<file path="src/rtl/rst_seq_pkg.sv">
// Shared types and constants for the reset sequencer.
package rst_seq_pkg;

  typedef enum logic [1:0] {
    ST_ASSERT  = 2'd0,
    ST_RELEASE = 2'd1,
    ST_DONE    = 2'd2
  } seq_state_e;

  localparam logic [1:0] CAUSE_EXT  = 2'b01;
  localparam logic [1:0] CAUSE_SOFT = 2'b10;

  function automatic int unsigned max_u(input int unsigned a, input int unsigned b);
    return (a > b) ? a : b;
  endfunction

endpackage

</file>
<file path="src/rtl/rst_sync.sv">
// Async-assert / sync-deassert reset synchroniser, SYNC_STAGES deep.
module rst_sync #(
  parameter int unsigned SYNC_STAGES = 2
) (
  input  logic clk,
  input  logic rst_n,
  output logic rst_sync_n
);

  logic [SYNC_STAGES-1:0] sync_q;

  // Clear all stages at once on reset, then shift ones in.
  always_ff @(posedge clk or negedge rst_n) begin
    if (!rst_n) begin
      sync_q <= '0;
    end else begin
      sync_q <= {sync_q[SYNC_STAGES-2:0], 1'b1};
    end
  end

  assign rst_sync_n = sync_q[SYNC_STAGES-1];

endmodule

</file>
<file path="src/rtl/rst_seq.sv">
// Reset sequencer: holds every domain in reset, then releases them
// lowest index first with a fixed gap, and reports the reset cause.
//
// state      | meaning
// ST_ASSERT  | all domains held; counting the hold time once synchronised
// ST_RELEASE | at least one domain out; counting the gap to the next one
// ST_DONE    | every domain released; waiting for soft request or rst_n
module rst_seq
  import rst_seq_pkg::*;
#(
  parameter int unsigned SYNC_STAGES = 2,
  parameter int unsigned N_DOMAINS   = 3,
  parameter int unsigned HOLD_CYCLES = 10,
  parameter int unsigned GAP_CYCLES  = 4
) (
  input  logic                 clk,
  input  logic                 rst_n,
  input  logic                 soft_rst_req,
  output logic [N_DOMAINS-1:0] domain_rst_n,
  output logic                 seq_done,
  output logic [1:0]           rst_cause
);

  localparam int unsigned CNT_MAX = max_u(HOLD_CYCLES, GAP_CYCLES);
  localparam int unsigned CNT_W   = $clog2(CNT_MAX + 1);
  localparam logic [CNT_W-1:0] HOLD_TC = CNT_W'(HOLD_CYCLES - 1);
  localparam logic [CNT_W-1:0] GAP_TC  = CNT_W'(GAP_CYCLES - 1);
  localparam logic [N_DOMAINS-1:0] DOM_LSB = N_DOMAINS'(1);

  logic                 rst_sync_n;
  seq_state_e           state_q, state_d;
  logic [CNT_W-1:0]     cnt_q, cnt_d;
  logic [N_DOMAINS-1:0] dom_q, dom_d;
  logic                 done_q, done_d;
  logic [1:0]           cause_q, cause_d;

  logic                 soft_take;
  logic                 release_now;
  logic [N_DOMAINS-1:0] rel_next;
  logic                 last_release;

  rst_sync #(.SYNC_STAGES(SYNC_STAGES)) u_rst_sync (
    .clk        (clk),
    .rst_n      (rst_n),
    .rst_sync_n (rst_sync_n)
  );

  // Released domains form a thermometer code, so the next release is
  // simply one more low-order bit; domain order is fixed by construction.
  assign soft_take    = soft_rst_req & rst_sync_n;
  assign rel_next     = (dom_q << 1) | DOM_LSB;
  assign last_release = &rel_next;
  assign release_now  = ((state_q == ST_ASSERT) && rst_sync_n && (cnt_q == HOLD_TC)) ||
                        ((state_q == ST_RELEASE) && (cnt_q == GAP_TC));

  // State, counter and registered outputs.
  always_ff @(posedge clk or negedge rst_n) begin
    if (!rst_n) begin
      state_q <= ST_ASSERT;
      cnt_q   <= '0;
      dom_q   <= '0;
      done_q  <= 1'b0;
      cause_q <= CAUSE_EXT;
    end else begin
      state_q <= state_d;
      cnt_q   <= cnt_d;
      dom_q   <= dom_d;
      done_q  <= done_d;
      cause_q <= cause_d;
    end
  end

  // Next state and counter; a soft request restarts from the hold phase.
  always_comb begin
    state_d = state_q;
    cnt_d   = cnt_q;
    if (soft_take) begin
      state_d = ST_ASSERT;
      cnt_d   = '0;
    end else begin
      case (state_q)
        ST_ASSERT: begin
          if (!rst_sync_n) begin
            cnt_d = '0;
          end else if (release_now) begin
            cnt_d   = '0;
            state_d = last_release ? ST_DONE : ST_RELEASE;
          end else begin
            cnt_d = cnt_q + CNT_W'(1);
          end
        end
        ST_RELEASE: begin
          if (release_now) begin
            cnt_d = '0;
            if (last_release) state_d = ST_DONE;
          end else begin
            cnt_d = cnt_q + CNT_W'(1);
          end
        end
        default: begin
          cnt_d = '0;
        end
      endcase
    end
  end

  // Next values of the registered outputs.
  always_comb begin
    dom_d   = dom_q;
    done_d  = done_q;
    cause_d = cause_q;
    if (soft_take) begin
      dom_d   = '0;
      done_d  = 1'b0;
      cause_d = CAUSE_SOFT;
    end else if (release_now) begin
      dom_d  = rel_next;
      done_d = last_release;
    end
  end

  assign domain_rst_n = dom_q;
  assign seq_done     = done_q;
  assign rst_cause    = cause_q;

endmodule

</file>
<file path="config.mk">
export PLATFORM = sky130hd
export DESIGN_NAME = rst_seq
export DESIGN_NICKNAME = d
export VERILOG_FILES = /design/src/rtl/rst_seq_pkg.sv /design/src/rtl/rst_sync.sv /design/src/rtl/rst_seq.sv
export SDC_FILE = /design/constraint.sdc
export NUM_CORES = 1
export LEC_CHECK = 0
export ABC_AREA = 1
export BUFFER_PORTS_ARGS = -buffer_cell sky130_fd_sc_hd__buf_4
export CORE_AREA = 2 2 39 41
export DETAILED_ROUTE_END_ITERATION = 7
export DIE_AREA = 0 0 41 43
export HOLD_SLACK_MARGIN = 0.03
export MAX_ROUTING_LAYER = met4
export PLACE_DENSITY = 0.71
export SYNTH_ARGS = -nofsm -noshare
export SYNTH_HDL_FRONTEND = slang
export SYNTH_HIERARCHICAL = 1
export SYNTH_SLANG_ARGS = --single-unit
</file>
<file path="constraint.sdc">
create_clock -name clk -period 1.37 [get_ports clk]
set_input_delay 0.2055 -clock clk [delete_from_list [all_inputs] [get_ports clk]]
set_output_delay 0.2055 -clock clk [all_outputs]
set_load 0.01 [all_outputs]
</file>
* After elaboration in Yosys (flattened, before gate mapping)
Index checks and enable logic that the tools add are counted. Widths: inputs -> output; s select.
Operators by class: $lt $le $gt $ge 0, div/mod/pow operators 0, shift-type cells 0, reduce and logical (&&, ||, !) cells 9, bitwise operators 1, add/sub/neg operators 1, equal/unequal tests 7, multiplexer cells 15, multiply operators 0
Operators by type and width (count):
- $mux 2 | 6
- $mux 4 | 3
- $ne 3x3->1 const B | 3
- $pmux 4 s2 | 1
- $mux 3 | 2
- $reduce_and 5->1 | 1
- $add 4x1->4 const B | 1
- $eq 4x2->1 const B | 1
- $eq 4x4->1 const B | 1
- $pmux 2 s2 | 1
- $logic_and 1x1->1 | 3
- $ne 3x2->1 const B | 1
- $reduce_bool 3->1 | 1
- $eq 2x1->1 const B | 1
- $logic_not 2->1 | 1
- $mux 1 | 2
- $reduce_and 2->1 | 1
- $reduce_bool 2->1 | 1
- $and 1x1->1 | 1
- $logic_or 1x1->1 | 1
Storage, ports and cells: bits in latches 0, output and inout port bits 6, bits in writable memories 0, input bits 3, memories 0, bits in read-only memories 0, register bits 14, word-level logic and storage cells 39

* Depth between registers and ports, before layout
word-level depth 8, gate-level depth with buffers 9, gate-level depth less buffers 9

* By module
Netlist, hierarchy kept.
By module, submodules not included:
- rst_seq | cells an instance 69, instances 1, seq. area each 301.5 um^2, area each 600.6 um^2
- rst_sync | cells an instance 3, instances 1, seq. area each 50.0 um^2, area each 53.8 um^2

* Worst setup path before layout
No wires, ideal clock.
kind reg-to-reg, start point reg cnt_q[1], end point reg cnt_q[2], library setup time 121 ps, stages on the path, launching flop included 10, required time 1249 ps, arrival 994 ps, slack 255 ps, clock period less this slack 1115 ps, path buffers 0, cells stage by stage dfrtp_1 inv_1 ha_1 inv_1 nor2_1 nand2_2 nand3_2 inv_2 nand2_4 nor2_2
On the way: word-level cells in the longest chain between the ends 7, elaborated cells on any way between the ends 10
RTL lines:
- start: declaration | RTL line rst_seq.sv:32 | logic [CNT_W-1:0] cnt_q, cnt_d;
- start signal: assignment | RTL line rst_seq.sv:66 | cnt_q <= cnt_d;
- branches (longest 3 deep; another with $add 4x1->4)
- $mux 4 (*) | RTL line rst_seq.sv:85, rst_seq.sv:93
- $mux 4 | RTL line rst_seq.sv:83 | if (!rst_sync_n) begin
- $pmux 4 s2 (*) | RTL line rst_seq.sv:81 | case (state_q)
- $mux 4 (*) | RTL line rst_seq.sv:77 | if (soft_take) begin
- via cnt_d[2] | RTL line rst_seq.sv:32
Mark *: on every way through the listed nets, which the timed path passes. A chain may end at the register's enable or synchronous reset.

* Final worst setup path
start point reg cnt_q[1], end point reg cnt_q[3]
Same word-level chain as after synthesis.

==> impl_metrics.tcl <==
set metrics [dict create \
    grt_pass1_wl_um 2080 \
    synthCells 72 \
    syn-cell-area_sq_um 654 \
    cp_slowest_stage_delay_ns 0.40 \
    gp_congestion 0.762 \
    hold_viol_final 0 \
    layout.nets 91 \
    synth.net_count 77 \
    clock_path_buffers 2 \
    worst_slack_ns 0.154 \
    r2r_slack_ns 0.15 \
    clk_pin_slew_ns 0.08 \
    critPathLaunchType "flip-flop" \
    required_ns 1.55 \
    min_to "rst_cause[0]" \
    rsz0062_at_grt "no" \
    dp.cells 96 \
    cp.depth 9 \
    arrival_ns 1.40 \
    stdcell_count 101 \
    fin_crit_sh 0.887 \
    max_cap_viol_count 0 \
    hpwl_um 844 \
    status "finished clean" \
    wl_per_cell_um 11.1 \
    grt_max_degree 15 \
    io_buffers 8 \
    holdBufCountCts 1 \
    cp_max_fo 4 \
    maxSlewViolCount 0 \
    ant_nets 0 \
    ir_drop_mv 0.732 \
    reg2reg_depth 9 \
    end_kind "flip-flop" \
    cts_resized 0 \
    ys_warn_count 6 \
    vias 487 \
    track_usage 0.187 \
    via_per_inst 4.82 \
    skew_ns 0.00522 \
    die_w_um 41 \
    antenna_found_initial 0 \
    cts-root-buf "clkbuf_4" \
    cpMostUsedCell "inv_1" \
    synth-seq-cells 14 \
    min_from "soft_rst_req" \
    final.setup.tns_ns 0 \
    postCtsSetupRepairBufs 0 \
    layout_min_cycle_time_ns 1.22 \
    cts_tree "yes" \
    rows 14 \
    seq_area_frac_synth 0.537 \
    finalWirelength_um 1120 \
    antenna_cells 0 \
    timing.rr.end "cnt_q[3]" \
    detail_route.first_pass.iterations 4 \
    holdWs_ns 0.207 \
    min_path_type "in2reg" \
    io_pins 9 \
    p_leak_nw 0.417 \
    die_height_um 43 \
    drtIter0Drc 8 \
    setup_viol 0 \
    core_area_sq_um 1380 \
    area_growth_pct 17.8 \
    cts-buffers-inserted 3 \
    start_util 0.473 \
    grt_pass1_vias 455 \
    r2r-start "cnt_q[1]" \
    drive_above_1_share 0.329 \
    power_density_nw_per_um2 1400 \
    crit_type "reg2reg" \
    die_area_sq_um 1760 \
    clk_latency_ns 0.29 \
    hold_depth 4 \
    final_util 0.557 \
    cts_max_level 1 \
    fmax_mhz 823 \
    overflow 0 \
    synth_cell_types 19 \
    clock_sinks 14 \
    cp_top_family "flip-flops" \
    dp_slack_ns 0.168 \
    cpMaxStageDelayCell "dfrtp_1" \
    path_cells "inv_1 > ha_1 > inv_1 > nor2_1 > nand2_2 > nand3_2 > inv_2 > nand2_4 > nor2_2" \
    drc 0 \
    worst-path-buf-inv 3 \
    syn_avg_cell_area_sq_um 9.09 \
]
==> cell usage after synthesis <==
master    instances  area, sq um
nor2_2            5         31.3
o21ai_1           1         5.00
nand2_2           1         6.26
nand3_2           2         20.0
nand2_1          18         67.6
inv_2             5         18.8
inv_1             6         22.5
o211ai_1          1         7.51
xnor2_1           1         8.76
nand3_1           5         25.0
dfrtp_1          13          325
or2_2             1         6.26
nor3_1            1         5.00
nor2_1            5         18.8
dfstp_2           1         26.3
nand2_4           2         22.5
xor2_1            1         8.76
conb_1            1         3.75
ha_1              2         25.0
==> registers in the layout, summed over array words and instances (netlist names) <==
register           cells
domain_rst_n           3
seq_done               1
u_rst_sync/sync_q      2
state_q                2
cnt_q                  4
rst_cause              2
==> cell type report <==
type	count	area (sq um)
multi-input combinational	47	262
sequential	14	352
timing repair buffer	9	70.1
fill	127	613
clock buffer	4	26.3
tap	16	20.0
inverter	11	41.3
==> metrics by stage <==
step	total power, W	area, sq um
after floorplan	0.000760	654
after global placement	0.000822	734
after detailed placement	0.000832	734
after CTS	0.00109	771
after global routing	0.00116	771
final	0.00108	771
==> cell usage in the layout, fill, tap and decap left out, types with 2 or more instances in the layout <==
master | synthesis | final
nor2_2 | 5 | 5
ha_1 | 2 | 2
nand2_1 | 18 | 18
dfrtp_1 | 13 | 13
nand3_2 | 2 | 2
clkbuf_4 | 0 | 3
nand3_1 | 5 | 5
buf_4 | 0 | 8
nand2_4 | 2 | 2
inv_1 | 6 | 6
inv_2 | 5 | 5
nor2_1 | 5 | 5
==> logic make-up (layout without fill, tap and decap cells) <==
family | Yosys count | count (layout) | share of synthesized area
AOI/OAI and AO/OA | 2 | 2 | 0.0191
xor gates and xnor gates | 2 | 2 | 0.0268
adders and majority gates | 2 | 2 | 0.0382
buffers and inverters | 11 | 24 | 0.0631
DFF | 14 | 14 | 0.537
other | 1 | 1 | 0.00573
and+or+nand+nor | 40 | 40 | 0.310
==> worst max-delay path by stage <==
stage          slack, ns  startpoint        to
2_1_floorplan       0.26    cnt_q[1]  cnt_q[2]
3_3_place_gp        0.19    cnt_q[0]  cnt_q[0]
3_5_place_dp        0.17    cnt_q[1]  cnt_q[3]
4_1_cts             0.15    cnt_q[1]  cnt_q[0]
5_1_grt             0.03    cnt_q[1]  seq_done
6_report            0.15    cnt_q[1]  cnt_q[3]
==> worst reg2reg max path, stage by stage (launching register included) <==
cell,delay [ns]
dfrtp_1,0.40
inv_1,0.06
ha_1,0.13
inv_1,0.04
nor2_1,0.12
nand2_2,0.08
nand3_2,0.08
inv_2,0.07
nand2_4,0.09
nor2_2,0.04
==> routing by layer <==
layer	vias up	wire length [um]	share of wire	global-route usage
met5	-	0	0	-
met4	0	42	0.037	0.120
met3	5	54	0.048	0.0471
met2	10	524	0.47	0.234
met1	230	501	0.45	0.263
li1	242	-	-	-
==> power breakdown <==
part	switching (W)	internal [W]	total [W]	leakage [nW]
clock network	0.000143	0.000113	0.000256	0.0150
registers	0.0000632	0.000470	0.000533	0.178
logic	0.000171	0.000118	0.000289	0.224
total	0.000377	0.000701	0.00108	0.417
Power figures use the tool's default switching activity.
